<file path="config.mk">
export PLATFORM = sky130hd
export DESIGN_NAME = operand_fetch
export DESIGN_NICKNAME = d
export VERILOG_FILES = /design/src/rtl/rv_pkg.sv /design/src/rtl/operand_select.sv /design/src/rtl/operand_fetch.sv
export SDC_FILE = /design/constraint.sdc
export NUM_CORES = 1
export LEC_CHECK = 0
export CORE_MARGIN = 4
export CORE_UTILIZATION = 44
export CTS_CLUSTER_DIAMETER = 40
export DETAILED_ROUTE_END_ITERATION = 16
export PLACE_DENSITY = 0.94
export RECOVER_POWER = 50
export SYNTH_ARGS = -nofsm -noshare
export SYNTH_HDL_FRONTEND = slang
export SYNTH_HIERARCHICAL = 1
export SYNTH_SLANG_ARGS = --single-unit
</file>
<file path="constraint.sdc">
create_clock -name clk -period 3.1 [get_ports clk]
set_clock_uncertainty 0.15 [all_clocks]
set_input_delay 0.62 -clock clk [delete_from_list [all_inputs] [get_ports clk]]
set_output_delay 0.62 -clock clk [all_outputs]
set_load 0.005 [all_outputs]
</file>
<file path="src/rtl/rv_pkg.sv">
// Shared definitions for the operand fetch path: widths, FSM encoding and
// the write-back compare used by both capture and snoop.
package rv_pkg;

    localparam int XLEN      = 32;
    localparam int REG_IDX_W = 5;

    localparam logic [REG_IDX_W-1:0] ZERO_REG = '0;

    typedef enum logic [1:0] {
        IDLE,
        RD1,
        RD2,
        DONE
    } opf_state_t;

    // Write-back targets this (non-zero) register index.
    function automatic logic wb_hits(
        input logic                 wb_write,
        input logic [REG_IDX_W-1:0] wb_num,
        input logic [REG_IDX_W-1:0] idx
    );
        return wb_write && (wb_num == idx) && (idx != ZERO_REG);
    endfunction

    // A write to x0 clears the entire register file.
    function automatic logic wb_clears(
        input logic                 wb_write,
        input logic [REG_IDX_W-1:0] wb_num
    );
        return wb_write && (wb_num == ZERO_REG);
    endfunction

endpackage

</file>
<file path="src/rtl/operand_select.sv">
// Capture mux: resolves the value of one register index against the current
// register-file read data and the in-flight write-back.
module operand_select
    import rv_pkg::*;
#(
    parameter int W = XLEN
) (
    input  logic [REG_IDX_W-1:0] idx,
    input  logic [W-1:0]         rf_data,
    input  logic                 wb_write,
    input  logic [REG_IDX_W-1:0] wb_num,
    input  logic [W-1:0]         wb_data,
    output logic [W-1:0]         value
);

    // x0 and a same-cycle clear read as zero; a matching write bypasses the file.
    always_comb begin
        value = rf_data;
        if (idx == ZERO_REG || wb_clears(wb_write, wb_num)) begin
            value = '0;
        end else if (wb_hits(wb_write, wb_num, idx)) begin
            value = wb_data;
        end
    end

endmodule

</file>
<file path="src/rtl/operand_fetch.sv">
// Operand fetch sequencer: reads rs1 then rs2 through the single register-file
// read port and holds the pair (kept coherent with write-back) until consumed.
//
// state | meaning
// IDLE  | waiting for a decode request, in_ready high
// RD1   | readnum = rs1, capturing rs1 value
// RD2   | readnum = rs2, capturing rs2 value
// DONE  | operand pair valid, waiting for execute to consume
module operand_fetch
    import rv_pkg::*;
#(
    parameter int XLEN   = rv_pkg::XLEN,
    parameter int META_W = 32
) (
    input  logic                 clk,
    input  logic                 reset,
    input  logic                 in_valid,
    output logic                 in_ready,
    input  logic [REG_IDX_W-1:0] in_rs1,
    input  logic [REG_IDX_W-1:0] in_rs2,
    input  logic                 in_use_rs2,
    input  logic [META_W-1:0]    in_meta,
    output logic [REG_IDX_W-1:0] readnum,
    input  logic [XLEN-1:0]      rf_data,
    input  logic                 wb_write,
    input  logic [REG_IDX_W-1:0] wb_num,
    input  logic [XLEN-1:0]      wb_data,
    output logic                 out_valid,
    input  logic                 out_ready,
    output logic [XLEN-1:0]      out_rs1_val,
    output logic [XLEN-1:0]      out_rs2_val,
    output logic [META_W-1:0]    out_meta
);

    opf_state_t           state_q, state_d;
    logic [REG_IDX_W-1:0] rs1_q, rs1_d;
    logic [REG_IDX_W-1:0] rs2_q, rs2_d;
    logic                 use_rs2_q, use_rs2_d;
    logic [META_W-1:0]    meta_q, meta_d;
    logic [XLEN-1:0]      rs1_val_q, rs1_val_d;
    logic [XLEN-1:0]      rs2_val_q, rs2_val_d;
    logic [XLEN-1:0]      cap_val;
    logic                 accept;
    logic                 wb_clr;

    assign in_ready    = (state_q == IDLE) || (state_q == DONE && out_ready);
    assign out_valid   = (state_q == DONE);
    assign accept      = in_valid && in_ready;
    assign wb_clr      = wb_clears(wb_write, wb_num);
    assign out_rs1_val = rs1_val_q;
    assign out_rs2_val = rs2_val_q;
    assign out_meta    = meta_q;

    // Read port index follows the state; parked at x0 when not reading.
    always_comb begin
        readnum = ZERO_REG;
        case (state_q)
            RD1:     readnum = rs1_q;
            RD2:     readnum = rs2_q;
            default: readnum = ZERO_REG;
        endcase
    end

    operand_select #(.W(XLEN)) u_capture (
        .idx      (readnum),
        .rf_data  (rf_data),
        .wb_write (wb_write),
        .wb_num   (wb_num),
        .wb_data  (wb_data),
        .value    (cap_val)
    );

    // Next-state, request latch, capture and snoop of held operands.
    always_comb begin
        state_d   = state_q;
        rs1_d     = rs1_q;
        rs2_d     = rs2_q;
        use_rs2_d = use_rs2_q;
        meta_d    = meta_q;
        rs1_val_d = rs1_val_q;
        rs2_val_d = rs2_val_q;

        case (state_q)
            IDLE: begin
                if (accept) state_d = RD1;
            end
            RD1: begin
                rs1_val_d = cap_val;
                if (use_rs2_q) begin
                    state_d = RD2;
                end else begin
                    rs2_val_d = '0;
                    state_d   = DONE;
                end
            end
            RD2: begin
                rs2_val_d = cap_val;
                if (wb_clr) rs1_val_d = '0;
                else if (wb_hits(wb_write, wb_num, rs1_q)) rs1_val_d = wb_data;
                state_d = DONE;
            end
            DONE: begin
                if (out_ready) begin
                    // Departing pair is delivered this cycle; no snoop needed.
                    state_d = accept ? RD1 : IDLE;
                end else begin
                    if (wb_clr) begin
                        rs1_val_d = '0;
                        rs2_val_d = '0;
                    end else begin
                        if (wb_hits(wb_write, wb_num, rs1_q)) rs1_val_d = wb_data;
                        if (use_rs2_q && wb_hits(wb_write, wb_num, rs2_q)) rs2_val_d = wb_data;
                    end
                end
            end
            default: state_d = IDLE;
        endcase

        if (accept) begin
            rs1_d     = in_rs1;
            rs2_d     = in_rs2;
            use_rs2_d = in_use_rs2;
            meta_d    = in_meta;
        end
    end

    // State and operand registers with synchronous reset.
    always_ff @(posedge clk) begin
        if (reset) begin
            state_q   <= IDLE;
            rs1_q     <= ZERO_REG;
            rs2_q     <= ZERO_REG;
            use_rs2_q <= 1'b0;
            meta_q    <= '0;
            rs1_val_q <= '0;
            rs2_val_q <= '0;
        end else begin
            state_q   <= state_d;
            rs1_q     <= rs1_d;
            rs2_q     <= rs2_d;
            use_rs2_q <= use_rs2_d;
            meta_q    <= meta_d;
            rs1_val_q <= rs1_val_d;
            rs2_val_q <= rs2_val_d;
        end
    end

endmodule

</file>
After elaboration in Yosys (flattened, before gate mapping)
Index checks and enable logic that the tools add are counted. W data, S select, Z words.

Reduce and logical (&&, ||, !) cells: 22. Equal/unequal tests: 11. Mux-type cells: 17.

Operators with widths (number): $mux W32 (9); $pmux W32 S3 (2); $eq A5 B5 Y1 (3); $reduce_bool A5 Y1 (3); $logic_and A1 B1 Y1 (10); $logic_not A5 Y1 (2); $pmux W5 S2 (1); $pmux W2 S4 (1); $ne A2 B2 Y1 const B (3); $eq A2 B2 Y1 const B (2); $mux W2 (2); $reduce_and A2 Y1 (2); $reduce_and A4 Y1 (1); $ne A3 B1 Y1 const B (1); $reduce_bool A3 Y1 (1); $eq A2 B1 Y1 const B (1); $logic_not A2 Y1 (1); $logic_or A1 B1 Y1 (2); $mux W1 (2); $ne A2 B1 Y1 const B (1).

Flip-flop bits (word level): 109. Logic and storage cells: 57. Input bits: 117.

Depth between registers and ports, before layout
Depth after elaboration: 8. Depth in mapped cells: 13.

By module
The synthesis kept the hierarchy.

Modules (own cells, without submodules): operand_fetch (cells each 579, seq. area each 2182.1 µm², area each 4727.0 µm², times used 1); operand_select (cells each 124, seq. area each 0.0 µm², area each 694.4 µm², times used 1).

Worst setup path after synthesis
Ideal clock, no wire load.

Path type: flip-flop to flip-flop. Start point: register state_q[0]. End point: register rs2_val_q[10] (netlist: out_rs2_val[10]). Period minus slack after synthesis: 2771 ps. Data required time: 2816 ps. Stages on the path, launching flop included: 13. Setup slack: 329 ps. Arrival time: 2487 ps. Path buffers: 2. Path through: dfxtp_1 -> inv_1 -> ha_1 -> clkbuf_1 -> a22oi_1 -> nor2b_1 -> xor2_1 -> nor4_4 -> and2_1 -> buf_2 -> o21ai_1 -> a22oi_1 -> a211oi_1.

Cells in the longest elaborated chain, start to end: 8. Elaborated cells on any way between the ends: 18. Those cells by class: 7 x eq/ne; 4 x mux; 7 x reduce/logical.

Ends and longest elaborated chain: from (decl) (RTL line operand_fetch.sv:35) `opf_state_t state_q, state_d;`; from (signal assigned) (RTL line operand_fetch.sv:138) `state_q <= state_d;`; $eq A2 B2 Y1 / $eq A2 B1 Y1 (equally long branches) (RTL line operand_fetch.sv:57) `case (state_q)`; $pmux W5 S2 * (RTL line operand_fetch.sv:57); named net readnum[3] (RTL line operand_fetch.sv:23) `output logic [REG_IDX_W-1:0] readnum,`; $eq A5 B5 Y1 (RTL line rv_pkg.sv:23) `return wb_write && (wb_num == idx) && (idx != ZERO_REG);`; $logic_and A1 B1 Y1 (2 in a row) (RTL line rv_pkg.sv:23); $mux W32 (RTL line operand_select.sv:21) `end else if (wb_hits(wb_write, wb_num, idx)) begin`; $mux W32 * (RTL line operand_select.sv:19) `if (idx == ZERO_REG || wb_clears(wb_write, wb_num)) begin`; named net cap_val[10] (RTL line operand_fetch.sv:42) `logic [XLEN-1:0] cap_val;`; $pmux W32 S3 * (RTL line operand_fetch.sv:83) `case (state_q)`; to (signal assigned) (RTL line operand_fetch.sv:144) `rs2_val_q <= rs2_val_d;`; to (decl) (RTL line operand_fetch.sv:41) `logic [XLEN-1:0] rs2_val_q, rs2_val_d;`.

The timed path passes the listed nets; every way through them passes the cells marked *. A chain may end at the register's enable or synchronous reset.

Worst setup path in the final report
Start point: register state_q[0]. End point: register rs2_val_q[6] (netlist: out_rs2_val[6]).

Cells in the longest elaborated chain, start to end: 8. Elaborated cells on any way between the ends: 18. Those cells by class: 7 x eq/ne; 4 x mux; 7 x reduce/logical.

Ends and longest elaborated chain (RTL line): $eq A2 B2 Y1 / $eq A2 B1 Y1 (equally long branches) (operand_fetch.sv:57); $pmux W5 S2 * (operand_fetch.sv:57); $eq A5 B5 Y1 (rv_pkg.sv:23); $logic_and A1 B1 Y1 (2 in a row) (rv_pkg.sv:23); $mux W32 (operand_select.sv:21); $mux W32 * (operand_select.sv:19); named net cap_val[6] (operand_fetch.sv:42); $pmux W32 S3 * (operand_fetch.sv:83).

Marked as above.

==> out/metrics.yaml <==
status:
  status: "completed"
setup_path:
  r2r-start: "state_q[0]"
  arrival_ns: 3.04
  worstPathBufferInverterCount: 2
  critical_path.startpoint: "state_q[0]"
  path_delay_family: "compound AO/OA/AOI/OAI gates"
  worstReg2RegEnd: "out_rs2_val[6]"
  critPathMaxStageDelay_ns: 0.38
  cp-start-kind: "flop"
  end_kind: "flop"
  cp_max_fo: 32
  critPathSlowestCell: "nor4_4"
  cp-endpoint: "out_rs2_val[6]"
  crit_type: "flop to flop"
  cpMostUsedCell: "a22oi_1"
  crit_chain: "inv_1 -> ha_1 -> a22oi_1 -> nor2b_4 -> xor2_1 -> nor4_4 -> and2_1 -> buf_12 -> o21ai_1 -> a22oi_1 -> a211oi_1"
  path_depth: 11
  worstRegToRegCells: 11
  cp.required_ns: 3.16
  ff2ff_setup_slack_ns: 0.12
global_routing:
  grt_use_total_pct: 26.9
  overflow: 0
  grt_pass1_vias: 6053
  met2_usage_pct: 44.0
  gr-max-usage-layer: "met2"
  use_met1_pct: 32.3
  grt_use_met3_pct: 9.69
  grt_first_pass_wirelength_microns: 31000
  grt_max_degree: 65
  antenna_found_initial: 0
yosys:
  yosysMostFrequentCell: "nand2_1"
  synth_compound_area_share_pct: 27.1
  synthMuxAreaShare_pct: 0.185
  synth_top_family_by_area: "compound AO/OA/AOI/OAI gates"
  yosys_warnings: 6
  yosysTopAreaCell: "dfxtp_1"
  synth_simple_gate_area_share_pct: 22.9
  synth_fa_ha_area_share_pct: 1.15
  synthCells: 703
  synthTopCellsByArea: "dfxtp_1 (40%), nand2_1 (11%), a21oi_1 (7.2%), a311oi_1 (5.2%), a22oi_1 (5.1%)"
  synth_edf_count: 0
  synthesis.area_sq_um: 5420
  synth-seq-cells: 109
  synthFlopType: "dfxtp_1"
  syn_avg_cell_area_sq_um: 7.71
  yosysSeqAreaShare_pct: 40.2
  ys_types: 37
  synth_common_cells: "nand2_1 (155), dfxtp_1 (109), a21oi_1 (78), clkbuf_1 (46), nor2_1 (38)"
  syn-num-nets: 825
  yosysTopAreaCellShare_pct: 40.2
  synthXorXnorAreaFrac_pct: 2.10
  synthArstFlopShare_pct: 0
cells_and_area:
  syn2layout_area_growth_pct: 51.5
  finalInstanceArea_sq_um: 8210
  finalNetCount: 1027
  nFillCells: 946
  instances_no_fill: 1077
  n_antenna_cell: 0
  drive_above_1_share_pct: 7.48
clocking:
  clk_latency_ns: 0.35
  cts_sinks: 109
  cts-root-buf: "clkbuf_16"
  clk_pin_slew_worst_paths_ns: 0.07
  numCtsBuffers: 9
  cts_tree: "built"
  clk_path_buf_depth: 2
  cts-htree-levels: 3
floorplanning:
  dieWidth_microns: 119
  core_area_sq_um: 12100
  num_io_pins: 220
  die_area_sq_um: 14200
  rows: 40
  start_util_pct: 44.9
  die_height_microns: 119
sta:
  rsz0062_at_grt: "no"
  max_freq_mhz: 335
  setup_ws_ns: 0.118
  relSlewSlack_pct: 44.4
  hold-worst-slack_ns: 0.303
  fin_crit_ns: 2.98
  maxSlewViolCount: 0
  fin_tns_setup_ns: 0
  setup_violations: 0
  hold_viol: 0
  worst_pin_slew_ns: 0.834
  fin_crit_sh_pct: 96.2
pwr:
  p_leak_nw: 2.94
  powerDensity_nw_per_um2: 863
  peakVddDrop_mv: 0.516
place:
  post-place-cells: 1057
  place_hpwl_microns: 13600
  preCtsSetupSlack_ns: 0.0345
  place_area_sq_um: 7880
  gp_congestion: 0.897
  port_buffers: 219
detailed_routing:
  dr.pass1.iters: 8
  wirelength_microns: 20200
  drcViolationCount: 0
  drt_iter0_markers: 909
  drt-wirelength-per-cell_microns: 18.8
  detail-route-antenna-nets: 0
  num_vias: 6333
  vias_per_cell: 5.88
min_path:
  hp-class: "flop to flop"
flow_run:
  drv_cap: 0
==> what timing repair did <==
action,in CTS,in global routing
hold buffers,0,0
resized for setup,0,5
endpoints found under the setup margin,0,56
setup buffers,0,3
==> routing by layer <==
metal,wire [microns],vias to the layer above
li1,-,2950
met1,7730,2897
met2,9480,440
met3,2540,46
met4,488,0
met5,0,-
==> worst min-delay path by stage <==
stage / endpoint / from / slack, ns / cells after the start
floorplan: rs2_q[4] / rs2_q[4] / 0.30 / 2
global placement: out_meta[23] / out_meta[23] / 0.29 / 2
detailed placement: out_meta[7] / out_meta[7] / 0.30 / 2
CTS: out_meta[7] / out_meta[7] / 0.30 / 2
global route: out_meta[5] / out_meta[5] / 0.32 / 2
finish: out_meta[5] / out_meta[5] / 0.30 / 2
==> cell type report <==
type,count,area (sq um),area share [%]
timing repair buffer,259,2550,31.0
inverter,6,22.5,0.274
tap,168,210,2.56
clock inverter,2,10.0,0.122
clock buffer,13,250,3.05
sequential,109,2180,26.6
multi-input combinational,520,2990,36.4
==> where the power goes <==
group          internal (mW)  switching, mW  total (mW)
Sequential              1.93          0.313        2.24
Clock                  0.561          0.504        1.07
Combinational           1.76           2.02        3.78
Total                   4.25           2.83        7.09
==> tightest hold or removal path, stage by stage (launching register included) <==
cell and delay [ns]:
dfxtp_1 0.31, nand2_1 0.05, a21oi_1 0.05
==> logic make-up after synthesis <==
logic type	after synthesis
AND/OR/NAND/NOR	276
AO/OA/AOI/OAI	223
flip-flops	109
buffers and inverters	76
XOR/XNOR	13
adder cells (fa/ha/maj)	5
multiplexers	1
==> cell usage in the layout, fill, tap and decap left out, types with 2 or more instances in the layout <==
master             n
a211oi_1          33
a21oi_1           77
a21oi_4            2
a22oi_1           37
a2bb2oi_2          2
a311oi_1          32
and2_1             5
buf_12             5
buf_4             34
clkbuf_1           4
clkbuf_16          9
clkdlybuf4s50_1  152
clkinv_2           2
dfxtp_1          109
dlygate4sd3_1     66
ha_1               5
inv_1              6
nand2_1          155
nand3_1           33
nand4_1           33
nor2_1            37
nor2b_1            4
o21ai_1           32
xnor2_1            9
xor2_1             4
==> registers in the layout, indices dropped and copies added (netlist names) <==
signal	count
use_rs2_q	1
out_meta	32
state_q	2
rs2_q	5
rs1_q	5
out_rs2_val	32
out_rs1_val	32
==> per-stage QoR <==
stage                     power (mW)  utilization (%)
after detailed placement        6.09             65.4
after CTS                       7.16             67.5
after floorplan                 4.23                -
after global routing            7.56             68.1
final                           7.09             68.1
after global placement          5.99             65.4
(Power assumes the default switching activity.)
